===== config.mk =====
export PLATFORM = sky130hd
export DESIGN_NAME = fifo_rr_drain_arbiter
export DESIGN_NICKNAME = d
export VERILOG_FILES = /design/src/rtl/fifo_rr_drain_arbiter_pkg.sv /design/src/rtl/fifo_rr_drain_arbiter_pick.sv /design/src/rtl/fifo_rr_drain_arbiter.sv
export SDC_FILE = /design/constraint.sdc
export NUM_CORES = 1
export LEC_CHECK = 0
export ABC_AREA = 1
export CELL_PAD_IN_SITES_DETAIL_PLACEMENT = 1
export CELL_PAD_IN_SITES_GLOBAL_PLACEMENT = 1
export CORE_UTILIZATION = 24
export DETAILED_ROUTE_END_ITERATION = 8
export HOLD_SLACK_MARGIN = 0.1
export MAX_ROUTING_LAYER = met4
export PLACE_DENSITY = 0.81
export RECOVER_POWER = 50
export SYNTH_ARGS = -nofsm -noshare
export SYNTH_HDL_FRONTEND = slang
export SYNTH_SLANG_ARGS = --single-unit

===== constraint.sdc =====
create_clock -name CLK -period 1.9 [get_ports CLK]
set_input_delay 0.38 -clock CLK [delete_from_list [all_inputs] [get_ports CLK]]
set_output_delay 0.38 -clock CLK [all_outputs]
set_load 0.01 [all_outputs]

===== src/rtl/fifo_rr_drain_arbiter_pkg.sv =====
// Shared arbiter definitions: boolean constants, width helpers and FSM state codes.
// Imported by fifo_rr_drain_arbiter and rr_pick.
package fifo_rr_drain_arbiter_pkg;

    localparam logic TRUE  = 1'b1;
    localparam logic FALSE = 1'b0;

    localparam logic ARB_IDLE  = 1'b0;
    localparam logic ARB_BURST = 1'b1;

    typedef enum logic {
        S_IDLE  = ARB_IDLE,
        S_BURST = ARB_BURST
    } arb_state_e;

    // Ceiling log2; clog2(1) is 0.
    function automatic int clog2(input int value);
        int result;
        result = 0;
        for (int v = value - 1; v > 0; v = v >> 1) begin
            result = result + 1;
        end
        return result;
    endfunction

    // Index width for an N-way selector, never narrower than one bit.
    function automatic int idx_width(input int n);
        return (clog2(n) < 1) ? 1 : clog2(n);
    endfunction

endpackage


===== src/rtl/fifo_rr_drain_arbiter_pick.sv =====
// rr_pick: combinational round-robin search. Returns the first requester found at
// ptr, ptr+1, ... wrapping modulo N, plus a flag that any request is present.
module rr_pick
    import fifo_rr_drain_arbiter_pkg::*;
#(
    parameter int N = 4,
    parameter int W = idx_width(N)
) (
    input  logic [N-1:0] req,
    input  logic [W-1:0] ptr,
    output logic [W-1:0] idx,
    output logic         any
);

    logic [W:0] cand;
    logic       found;

    // Walk offsets from the pointer; the first hit latches and later offsets are ignored.
    always_comb begin
        idx   = '0;
        any   = FALSE;
        cand  = '0;
        found = FALSE;
        for (int k = 0; k < N; k++) begin
            cand = {1'b0, ptr} + (W+1)'(k);
            if (cand > (W+1)'(N - 1)) begin
                cand = cand - (W+1)'(N);
            end
            if (!found && req[cand[W-1:0]]) begin
                idx   = cand[W-1:0];
                found = TRUE;
            end
        end
        any = found;
    end

endmodule


===== src/rtl/fifo_rr_drain_arbiter.sv =====
// Round-robin drain of N FWFT FIFOs into one downstream write port, BURST words per grant.
// Optional macro ARB_SRC_TAG_EN adds out_src, the source index registered with each word.
module fifo_rr_drain_arbiter
    import fifo_rr_drain_arbiter_pkg::*;
#(
    parameter int N     = 4,
    parameter int WIDTH = 32,
    parameter int BURST = 16,
    parameter int DELAY = 1
) (
    input  logic                   CLK,
    input  logic                   RESET,
    input  logic [N-1:0]           in_empty,
    input  logic [N*WIDTH-1:0]     in_dout,
    output logic [N-1:0]           in_rden,
    input  logic                   out_almost_full,
    output logic                   out_wren,
    output logic [WIDTH-1:0]       out_din,
`ifdef ARB_SRC_TAG_EN
    output logic [idx_width(N)-1:0] out_src,
`endif
    output logic                   busy
);

    localparam int GW = idx_width(N);
    localparam int BW = clog2(BURST + 1);
    localparam logic [N-1:0] ONE_HOT = N'(1);

    // DELAY is kept for interface compatibility; this RTL is zero-delay.
    if (N < 2 || N > 16 || BURST < 1 || WIDTH < 1 || DELAY < 0) begin : g_param_check
        $error("fifo_rr_drain_arbiter: illegal parameter set");
    end

    arb_state_e        state;
    arb_state_e        state_nxt;
    logic [GW-1:0]     grant;
    logic [GW-1:0]     grant_inc;
    logic [GW-1:0]     rr_ptr;
    logic [GW-1:0]     pick_idx;
    logic              pick_any;
    logic [BW-1:0]     burst_cnt;
    logic              pop;
    logic              last_word;
    logic              ran_dry;
    logic [WIDTH-1:0]  src_word [N];

    for (genvar i = 0; i < N; i++) begin : g_unpack
        assign src_word[i] = in_dout[i*WIDTH +: WIDTH];
    end

    rr_pick #(
        .N (N),
        .W (GW)
    ) u_pick (
        .req (~in_empty),
        .ptr (rr_ptr),
        .idx (pick_idx),
        .any (pick_any)
    );

    assign last_word = (burst_cnt == BW'(BURST - 1));
    assign ran_dry   = in_empty[grant] && !out_almost_full;
    assign grant_inc = (grant == GW'(N - 1)) ? '0 : grant + GW'(1);

    always_ff @(posedge CLK) begin
        if (RESET) begin
            state <= S_IDLE;
        end else begin
            state <= state_nxt;
        end
    end

    always_comb begin
        state_nxt = state;
        case (state)
            S_IDLE: begin
                if (pick_any) begin
                    state_nxt = S_BURST;
                end
            end
            S_BURST: begin
                if ((pop && last_word) || ran_dry) begin
                    state_nxt = S_IDLE;
                end
            end
            default: state_nxt = S_IDLE;
        endcase
    end

    // Pops are held off while RESET is high so no word leaves a source FIFO and is then dropped.
    always_comb begin
        pop     = FALSE;
        in_rden = '0;
        if (state == S_BURST && !RESET) begin
            pop = !in_empty[grant] && !out_almost_full;
            if (pop) begin
                in_rden = ONE_HOT << grant;
            end
        end
    end

    always_ff @(posedge CLK) begin
        if (RESET) begin
            grant     <= '0;
            rr_ptr    <= '0;
            burst_cnt <= '0;
            out_wren  <= FALSE;
            out_din   <= '0;
            busy      <= FALSE;
        end else begin
            out_wren <= pop;
            busy     <= (state_nxt == S_BURST);
            if (state == S_IDLE && pick_any) begin
                grant     <= pick_idx;
                burst_cnt <= '0;
            end
            if (pop) begin
                burst_cnt <= burst_cnt + BW'(1);
                out_din   <= src_word[grant];
            end
            if (state == S_BURST && state_nxt == S_IDLE) begin
                rr_ptr <= grant_inc;
            end
        end
    end

`ifdef ARB_SRC_TAG_EN
    always_ff @(posedge CLK) begin
        if (RESET) begin
            out_src <= '0;
        end else if (pop) begin
            out_src <= grant;
        end
    end
`endif

endmodule


# Word level (Yosys, flattened, before mapping)
# Cells that the tools add are included.
classes:
  add_sub_neg: 9
  n_lt_le_gt_ge: 10
  n_eq_ne: 2
  shift: 1
  n_mux: 34
  n_bitwise: 4
  reduce_logical: 17
op_table:
  columns: ["op", "n"]
  rows:
  - ["$bmux 32 s2", 1]
  - ["$mux 32", 2]
  - ["$mux 2", 9]
  - ["$lt 2x3->1 const B", 5]
  - ["$mux 1", 12]
  - ["$bmux 1 s2", 5]
  - ["$mux 5", 2]
  - ["$gt 3x2->1 const B", 3]
  - ["$logic_and 1x1->1", 9]
  - ["$mux 4", 2]
  - ["$sub 2x1->2 const B", 4]
  - ["$add 2x2->3 const B", 2]
  - ["$logic_not 1->1", 6]
  - ["$add 5x1->5 const B", 1]
  - ["$eq 5x4->1 const B", 1]
  - ["$not 4->4", 1]
  - ["$shl 1x2->4 const A", 1]
  - ["$add 2x1->3 const B", 1]
  - ["$ge 3x3->1 const B", 1]
  - ["$not 2->3", 1]
  - ["$add 2x1->2 const B", 1]
  - ["$eq 2x2->1 const B", 1]
  - ["$gt 2x2->1 const B", 1]
  - ["$not 1->1", 2]
  - ["3 further kinds", 3]
word_totals:
  ff_bits: 43
  inputBits: 135
  output_inout_bits: 38
  wordCells: 83

# Longest topological paths before layout
# Gate-level depths: netlist of the first run.
depth:
  depth_word: 18
  ltp_mapped: 13

# Hierarchy
# Synthesis of the first run repeated with hierarchy kept, for this count alone.
hier_totals:
  cells_unflattened: 466
  area_unflattened_um2: 2926.6
by_module_without_submodules:
  columns: ["mod", "instances", "cells_per_inst", "area_each_um2", "seq_area_each_um2"]
  rows:
  - ["fifo_rr_drain_arbiter", 1, 407, 2607.5, 860.8]
  - ["rr_pick", 1, 59, 319.1, 0.0]

# Least setup slack after synthesis of the first run
# OpenSTA, ideal clock, no wires.
synth_timing:
  kind: "reg2out"
  startpoint: "register grant[1]"
  endpoint: "output in_rden[0]"
  t_arrival_ns: 1.243
  slack_ns: 0.277
  stages_incl_launch_ff: 7
  path_cell_list: "dfxtp_1 buf_2 inv_2 clkbuf_1 ha_1 inv_1 nor2_1"
synth_via:
  elab_chain_len: 6
  word_cells_on_any_way: 7
  cone_classes: "shift (1); mux (4); reduce/logical (2)"
synth_rtl:
  columns: ["element", "line", "text"]
  rows:
  - ["start, declared", "fifo_rr_drain_arbiter.sv:36", "logic [GW-1:0] grant;"]
  - ["start signal, assigned", "fifo_rr_drain_arbiter.sv:114", "grant <= pick_idx;"]
  - ["$bmux 1 s2", "fifo_rr_drain_arbiter.sv:95", "pop = !in_empty[grant] && !out_almost_full;"]
  - ["$mux 1 (not written as such)", "fifo_rr_drain_arbiter.sv:95", null]
  - ["$logic_not 1->1", "fifo_rr_drain_arbiter.sv:95", null]
  - ["$logic_and 1x1->1", "fifo_rr_drain_arbiter.sv:95", null]
  - ["$mux 4 *", "fifo_rr_drain_arbiter.sv:96", "if (pop) begin"]
  - ["$mux 4 *", "fifo_rr_drain_arbiter.sv:94", "if (state == S_BURST && !RESET) begin"]
  - ["end, declared", "fifo_rr_drain_arbiter.sv:15", "output logic [N-1:0] in_rden,"]
# Mark *: on every way between the ends. The rest lies on a longest branch, timed or not. The select of a mux whose other input is x is not followed.

# Final worst setup path of the first run
layout_timing:
  startpoint: "input out_almost_full"
  endpoint: "output in_rden[2]"
layout_via:
  elab_chain_len: 4
layout_rtl:
  columns: ["element", "line", "text"]
  rows:
  - ["start, declared", "fifo_rr_drain_arbiter.sv:16", "input logic out_almost_full,"]
  - ["$logic_not 1->1", "fifo_rr_drain_arbiter.sv:95", null]
  - ["$logic_and 1x1->1", "fifo_rr_drain_arbiter.sv:95", null]
  - ["$mux 4", "fifo_rr_drain_arbiter.sv:96", null]
  - ["$mux 4", "fifo_rr_drain_arbiter.sv:94", null]
# No other way between the ends.

==> results.toml, run 1 <==
[clock_tree]
cts_hold_buf = 0
post-cts-setup-buffers = 0
ctsLongestPathBuffers = 2
cts_made_buffers = 5
clkTransAtPathRegs_ns = 0.06
clock_latency_ns = 0.28
cts-root-buf = "clkbuf_16"
tritoncts = "built"
clock-sinks = 43
cts_max_level = 2

[grt]
antenna_found_initial = 0
grt_max_degree = 40
track_usage = 0.197
grt_overflow = 0
first_global_vias = 3908
grt_pass1_wl_um = 18100

[floorplan]
io_pins = 173
chipHeight_um = 110
fp.dieArea_mm2 = 0.0121
die_w_um = 110
coreArea_mm2 = 0.0114
fp-row-count = 39
start_util = 0.246

[timing]
finalHoldViolCount = 0
rsz0062_at_grt = "true"
maxSlewHeadroom = 0.776
fmax_mhz = 555
min_period_over_period = 0.949
period_needed_ns = 1.80
drv_slew = 0
fin_setup_tns_ns = 0
fin_skew_ns = 0.00221
setup_viol = 0
holdWs_ns = 0.501
worst_slew_pin_slew_ns = 0.335

[drt]
wl_met3_um = 691
wl_um = 11600
wl_met2_um = 5940
wl_met1_um = 4720
drc_errors = 0
vias = 3716
drtIter0Drc = 123
antenna_left = 0
highest_layer = "met4"
via_per_inst = 4.80
wire_per_inst_um = 15.0
drtPass1Iterations = 4

[hold_path]
min_from = "burst_cnt[4]$_SDFFE_PP0P_"
hold_path_class = "reg2reg"
holdPathStages = 2
hold_path_end = "burst_cnt[4]$_SDFFE_PP0P_"

[synth]
postSynthAreaPerCell_um2 = 6.08
netlist_area_mm2 = 0.00280
yosysSeqAreaShare = 0.307
yosysTopAreaCell = "dfxtp_1"
synth_top_area_share = 0.307
syn_inst = 461
synth_seq_cells = 43
syn-num-nets = 602
synth_area_leaders = "dfxtp_1, nor2_1, o21ai_0, a31oi_1, o21ai_1"
yosysWarningCount = 0
ys_types = 21

[worst_setup_path]
rr_startpoint = "rr_ptr[0]$_SDFFE_PP0P_"
crit_path_end_kind = "primary output"
crit_fanout = 5
r2r_slack_ns = 0.24
slowest_stage = "clkdlybuf4s50_1"
start_kind = "input pin"
crit_arrival_ns = 1.42
critPathKind = "in2out"
r2r_end = "grant[1]$_SDFFE_PP0P_"
crit_chain = "clkdlybuf4s50_1 -> nor3_1 -> nand2_2 -> nor2_1 -> buf_2"
reg2reg_depth = 10
critPathTopFamily = "buffers and inverters"
cp.required_ns = 1.52
cpPeakStageDelay_ns = 0.43
crit_buf_inv = 2
cp.depth = 5

[power_and_ir_drop]
vdd_drop_max_v = 0.000308
power.leakage_nw = 2.06
powerDensity_mw_per_mm2 = 607

[layout]
fin_cells = 774
areaGrowthSynthToFinish_pct = 73.4
antenna_cells = 0
drive_gt1_frac = 0.0792
nets = 773
multi_input_area_mm2 = 0.00168
fin_util = 0.426
regArea_um2 = 862
final_common_cell = "nor2_1"
fillers = 1483
final_cell_mix = "nor2_1, clkdlybuf4s50_1, o21ai_0"

[placement]
place_congestion = 0.781
hpwl_um = 9370
dpl.cell_count = 768
port_buffers = 172

[flow_run]
max_cap_viol_count = 0

[run_status]
status = "finished clean"
## sequential cells by signal (all words and copies together) (netlist names)
| signal | flops |
|---|---|
| out_din | 32 |
| burst_cnt | 5 |
| grant | 2 |
| rr_ptr | 2 |
| busy | 1 |
| out_wren | 1 |
## layout make-up
class / instances / area share
multi-input combinational: 360 / 0.346
sequential: 43 / 0.177
clock buffer: 6 / 0.0265
tap: 143 / 0.0368
inverter: 23 / 0.0188
timing repair buffer: 199 / 0.395
## per-stage QoR
stage	worst slack (ns)	instance area, µm²	power [W]
floorplan	0.277	2800	0.00160
CTS	0.00945	4870	0.00301
finish	0.0970	4860	0.00295
global placement	-0.299	4750	0.00216
detailed placement	-0.379	4750	0.00220
global route	-0.0127	4860	0.00315
## worst min-delay path, delay by kind of cell (launching register included)
family,cells,cell delay (ns)
flip-flops,1,0.31
AND/OR/NAND/NOR,1,0.08
AO/OA/AOI/OAI,1,0.06
## worst max path at each step
| stage | start | slack (ns) | endpoint |
|---|---|---|---|
| 6_report | out_almost_full | 0.1 | in_rden[2] |
| 5_1_grt | in_empty[1] | -0.01 | in_rden[2] |
| 4_1_cts | in_empty[3] | 0.009 | in_rden[3] |
| 3_5_place_dp | in_empty[0] | -0.38 | in_rden[2] |
| 3_3_place_gp | in_empty[1] | -0.30 | in_rden[1] |
| 2_1_floorplan | grant[1]$_SDFFE_PP0P_ | 0.28 | in_rden[0] |
## cells in the mapped netlist, drive strengths merged
| master | count |
|---|---|
| a31oi | 32 |
| dfxtp | 43 |
| nand3 | 16 |
| clkbuf | 14 |
| buf | 21 |
| o21ai | 101 |
| or2 | 2 |
| nor3 | 4 |
| a21oi | 8 |
| nor2 | 138 |
| nand4 | 5 |
| inv | 23 |
| nand2 | 48 |
| ha | 6 |
## where the power goes
| part | internal, W | total [W] | switching [W] |
|---|---|---|---|
| clock network | 0.000473 | 0.000797 | 0.000324 |
| registers | 0.000952 | 0.000988 | 0.0000355 |
| logic | 0.000565 | 0.00116 | 0.000599 |
| total | 0.00199 | 0.00295 | 0.000959 |
## kinds of logic (layout without fill, tap and decap cells)
family | Yosys count | in the layout | synth area share
AOI/OAI and AO/OA | 141 | 141 | 0.266
adders and majority gates | 6 | 6 | 0.0268
and+or+nand+nor | 213 | 213 | 0.304
buffers and inverters | 58 | 228 | 0.0964
DFF | 43 | 43 | 0.307
## metal layers
metal | vias up | GRT usage
li1 | 1886 | -
met1 | 1697 | 0.214
met2 | 114 | 0.358
met3 | 19 | 0.0441
met4 | 0 | 0.0564
met5 | - | -
## what timing repair did
| item | in CTS | in global routing |
|---|---|---|
| gates resized for setup | 17 | 4 |
| pin swaps | 2 | 1 |
| setup endpoints to repair | 4 | 11 |
| gates cloned | 0 | 0 |
No activity file was read; power rests on OpenSTA's default activity.
==> run 2, diff against run 1 <==
--- a/config.mk
+++ b/config.mk
@@ -12,7 +12,7 @@
 export DETAILED_ROUTE_END_ITERATION = 8
 export HOLD_SLACK_MARGIN = 0.1
 export MAX_ROUTING_LAYER = met4
-export PLACE_DENSITY = 0.81
+export PLACE_DENSITY_LB_ADDON = 0.1
 export RECOVER_POWER = 50
 export SYNTH_ARGS = -nofsm -noshare
 export SYNTH_HDL_FRONTEND = slang
==> results.toml, run 2 (same netlist as run 1, synthesis figures left out) <==
[worst_setup_path]
cpPeakStageDelay_ns = 0.43
crit_arrival_ns = 1.40
cp_common_cell = "nand2_2"
cp.required_ns = 1.52
crit_fanout = 5
crit_path_end_kind = "primary output"
start_kind = "input pin"
crit_chain = "clkdlybuf4s50_1 -> nand2_1 -> nand3_1 -> nand2_2 -> nand2_2 -> nor2_1 -> buf_2"
critPathKind = "in2out"
slowest_stage = "clkdlybuf4s50_1"

[placement]
dpl_cell_area_mm2 = 0.00477
hpwl_um = 8680
place_congestion = 0.804
dpl.cell_count = 769
port_buffers = 172
place_ws_ns = -0.345

[clock_tree]
post-cts-setup-buffers = 0
tritoncts = "built"
ctsLongestPathBuffers = 2
clkTransAtPathRegs_ns = 0.06
cts_max_level = 2
clock-sinks = 43
clock_latency_ns = 0.28
cts-root-buf = "clkbuf_16"
cts_made_buffers = 5

[layout]
areaGrowthSynthToFinish_pct = 75.9
drive_gt1_frac = 0.0868
largest_register_ffs = 32
reg_top3 = "out_din x32, burst_cnt x5"
fin_cells = 777
fin_area_mm2 = 0.00493
largest_register = "out_din"
final_common_cell = "nor2_1"
fin_util = 0.432
final_cell_mix = "nor2_1, clkdlybuf4s50_1, o21ai_0"
antenna_cells = 0
nets = 774

[power_and_ir_drop]
powerDensity_mw_per_mm2 = 622
vdd_drop_max_v = 0.000320
combPwrFrac = 0.381
netSwitchingFraction = 0.319
power.leakage_nw = 2.10
p_clk_frac = 0.298
p_int_w = 0.00209
switchingPower_w = 0.000979
p_seq_frac = 0.321

[floorplan]
io_pins = 173
die_w_um = 110
chipHeight_um = 110
start_util = 0.246
fp-row-count = 39
coreArea_mm2 = 0.0114
fp.dieArea_mm2 = 0.0121

[grt]
grt_overflow = 0
track_usage = 0.186
antenna_found_initial = 0
grt_pass1_wl_um = 17000
grt_max_degree = 56
first_global_vias = 3588

[run_status]
status = "finished clean"

[drt]
via_per_inst = 4.67
drtIter0Drc = 97
drtPass1Iterations = 6
vias = 3629
wl_um = 11100
drc_errors = 0
antenna_left = 0
wire_per_inst_um = 14.3

[timing]
rsz0062_at_grt = "false"
setup_viol = 0
period_needed_ns = 1.78
min_period_over_period = 0.936
worst_slack_ns = 0.121
worst_slew_pin_slew_ns = 0.491
finalHoldViolCount = 0
drv_slew = 0
fmax_mhz = 562
maxSlewHeadroom = 0.673
fin_skew_ns = 0.00573

[hold_path]
hold_path_class = "reg2reg"

[flow_run]
max_cap_viol_count = 0
[run 2: per-layer routing]
layer	track usage	vias to the layer above	wire length, µm	part of all wire
li1	-	1882	-	-
met1	0.207	1657	4740	0.43
met2	0.342	88	5710	0.51
met3	0.0476	2	632	0.057
met4	0.0197	0	35	0.0031
met5	-	-	0	0
[run 2: power by group through the flow]
stage	logic, W	clock network, W	registers (W)
finish	0.00117	0.000914	0.000985
global route	0.00131	0.000980	0.000991
floorplan	0.000580	0	0.00102
detailed placement	0.00119	0	0.00101
global placement	0.00117	0	0.00100
CTS	0.00120	0.000948	0.000988
[run 2: what timing repair did]
item	in CTS	in global routing
pin swaps	0	0
hold endpoints to repair	0	0
setup endpoints to repair	4	13
resized for setup	14	7
hold buffers	0	0
[run 2: cell type report]
class / instances / area, µm²
fill: 1482 / 6480
clock buffer: 7 / 153
inverter: 23 / 91.3
multi-input combinational: 360 / 1690
timing repair buffer: 200 / 1950
tap: 143 / 179
clock inverter: 1 / 7.51
sequential: 43 / 863
[run 2: critical path, delay by kind of cell]
family / cells / cell delay (ns)
buffers and inverters: 2 / 0.57
AND/OR/NAND/NOR: 5 / 0.45
[run 2: final timing paths]
kind	to	cells after the start	slack [ns]	from
max reg2reg	grant[1]$_SDFFE_PP0P_	10	0.24	rr_ptr[0]$_SDFFE_PP0P_
min reg2reg	burst_cnt[4]$_SDFFE_PP0P_	2	0.49	burst_cnt[4]$_SDFFE_PP0P_
min	burst_cnt[4]$_SDFFE_PP0P_	2	0.49	burst_cnt[4]$_SDFFE_PP0P_
max	in_rden[0]	7	0.12	in_empty[3]
[run 2: per-stage QoR]
stage,hold slack (ns),setup TNS [ns],total power (W)
floorplan,0.449,0,0.00160
global placement,0.462,-5.95,0.00218
detailed placement,0.476,-8.12,0.00220
CTS,0.485,0,0.00314
global route,0.520,0,0.00328
finish,0.485,0,0.00307
==> run 3, diff against run 2 <==
--- a/config.mk
+++ b/config.mk
@@ -12,7 +12,7 @@
 export DETAILED_ROUTE_END_ITERATION = 8
 export HOLD_SLACK_MARGIN = 0.1
 export MAX_ROUTING_LAYER = met4
-export PLACE_DENSITY_LB_ADDON = 0.1
+export PLACE_DENSITY = 0.88
 export RECOVER_POWER = 50
 export SYNTH_ARGS = -nofsm -noshare
 export SYNTH_HDL_FRONTEND = slang
==> results.toml, run 3 (same netlist as run 1, synthesis figures left out) <==
[floorplan]
chipHeight_um = 110
coreArea_mm2 = 0.0114
io_pins = 173
die_w_um = 110
fp.dieArea_mm2 = 0.0121
fp-row-count = 39
start_util = 0.246

[worst_setup_path]
critPathKind = "in2out"
crit_arrival_ns = 1.41
crit_fanout = 5
cp.required_ns = 1.52
crit_path_end_kind = "primary output"
start_kind = "input pin"

[layout]
areaGrowthSynthToFinish_pct = 74.2
largest_register_ffs = 32
drive_gt1_frac = 0.0778
antenna_cells = 0
fin_area_mm2 = 0.00488
final_common_cell = "nor2_1"
reg_top3 = "out_din x32, burst_cnt x5"
nets = 772
largest_register = "out_din"
fin_util = 0.428
final_cell_mix = "nor2_1, clkdlybuf4s50_1, o21ai_0"

[grt]
grt_pass1_wl_um = 18000
grt_overflow = 0
met1_usage = 0.212
grt_max_degree = 36
track_usage = 0.195
antenna_found_initial = 0
grt-busiest-layer = "met2"
first_global_vias = 3798
use_met2 = 0.363
gr-usage-met3 = 0.0382

[timing]
fmax_mhz = 558
rsz0062_at_grt = "false"
fin_setup_tns_ns = 0
maxSlewHeadroom = 0.744
worst_slack_ns = 0.107
finalHoldViolCount = 0
setup_viol = 0
period_needed_ns = 1.79
worst_slew_pin_slew_ns = 0.383
fin_skew_ns = 0.00261
min_period_over_period = 0.944
drv_slew = 0

[power_and_ir_drop]
total_power_w = 0.00295
power.leakage_nw = 2.07
p_int_w = 0.00199
combPwrFrac = 0.395
switchingPower_w = 0.000956
p_clk_frac = 0.268
p_seq_frac = 0.337
powerDensity_mw_per_mm2 = 603
vdd_drop_max_v = 0.000387
netSwitchingFraction = 0.324

[run_status]
status = "finished clean"

[clock_tree]
cts_max_level = 2
cts_hold_buf = 0
cts_made_buffers = 5
cts-root-buf = "clkbuf_16"
tritoncts = "built"
clkTransAtPathRegs_ns = 0.06
ctsLongestPathBuffers = 2
clock-sinks = 43
post-cts-setup-buffers = 0
clock_latency_ns = 0.28

[drt]
drtPass1Iterations = 4
antenna_left = 0
drtIter0Drc = 92
via_per_inst = 4.86
wl_um = 11500
wire_per_inst_um = 14.9
drc_errors = 0
vias = 3754

[placement]
dpl_cell_area_mm2 = 0.00476
hpwl_um = 9140
port_buffers = 172
place_congestion = 0.865
place_ws_ns = -0.375

[hold_path]
hold_path_class = "reg2reg"

[flow_run]
max_cap_viol_count = 0
==> run 3: metrics by stage <==
step / hold slack (ns) / instances
final: 0.489 / 773
after global routing: 0.516 / 773
after CTS: 0.487 / 773
after detailed placement: 0.478 / 767
after global placement: 0.463 / 767
after floorplan: 0.449 / 461
==> run 3: final timing paths <==
path | from | end | slack, ns | cells after the start
worst max-delay path | in_empty[3] | in_rden[2] | 0.11 | 7
worst min-delay path | burst_cnt[4]$_SDFFE_PP0P_ | burst_cnt[4]$_SDFFE_PP0P_ | 0.49 | 2
worst max register to register | grant[0]$_SDFFE_PP0P_ | out_din[15]$_SDFFE_PP0P_ | 0.20 | 10
worst min register to register | burst_cnt[4]$_SDFFE_PP0P_ | burst_cnt[4]$_SDFFE_PP0P_ | 0.49 | 2
==> run 3: final cells by class <==
type	instances	area, µm²
clock buffer	6	129
inverter	23	88.8
sequential	43	865
multi-input combinational	360	1690
timing repair buffer	198	1930
tap	143	179
fill	1471	6540
==> run 3: power groups by stage <==
stage | registers [W] | logic [W] | clock network, W
2_1_floorplan | 0.00102 | 0.000580 | 0
3_3_place_gp | 0.00101 | 0.00114 | 0
3_5_place_dp | 0.00101 | 0.00118 | 0
4_1_cts | 0.000996 | 0.00119 | 0.000831
5_1_grt | 0.00100 | 0.00129 | 0.000858
6_report | 0.000993 | 0.00116 | 0.000790
==> run 3: what timing repair did <==
action                                  in CTS  in global routing
endpoints found under the setup margin       4                  3
pin swaps                                    2                  0
resized for setup                           16                  3
==> run 3: worst max-delay path, cell delays in order <==
cell and delay, ns:
clkdlybuf4s50_1 0.42, nand2_1 0.07, nand3_1 0.09, nand2_2 0.13
nand2_4 0.08, nor2_1 0.10, buf_2 0.14
==> run 3: routing by layer <==
| metal | routed length (µm) | up-vias |
|---|---|---|
| li1 | - | 1877 |
| met1 | 4750 | 1766 |
| met2 | 6120 | 101 |
| met3 | 514 | 10 |
| met4 | 135 | 0 |
| met5 | 0 | - |
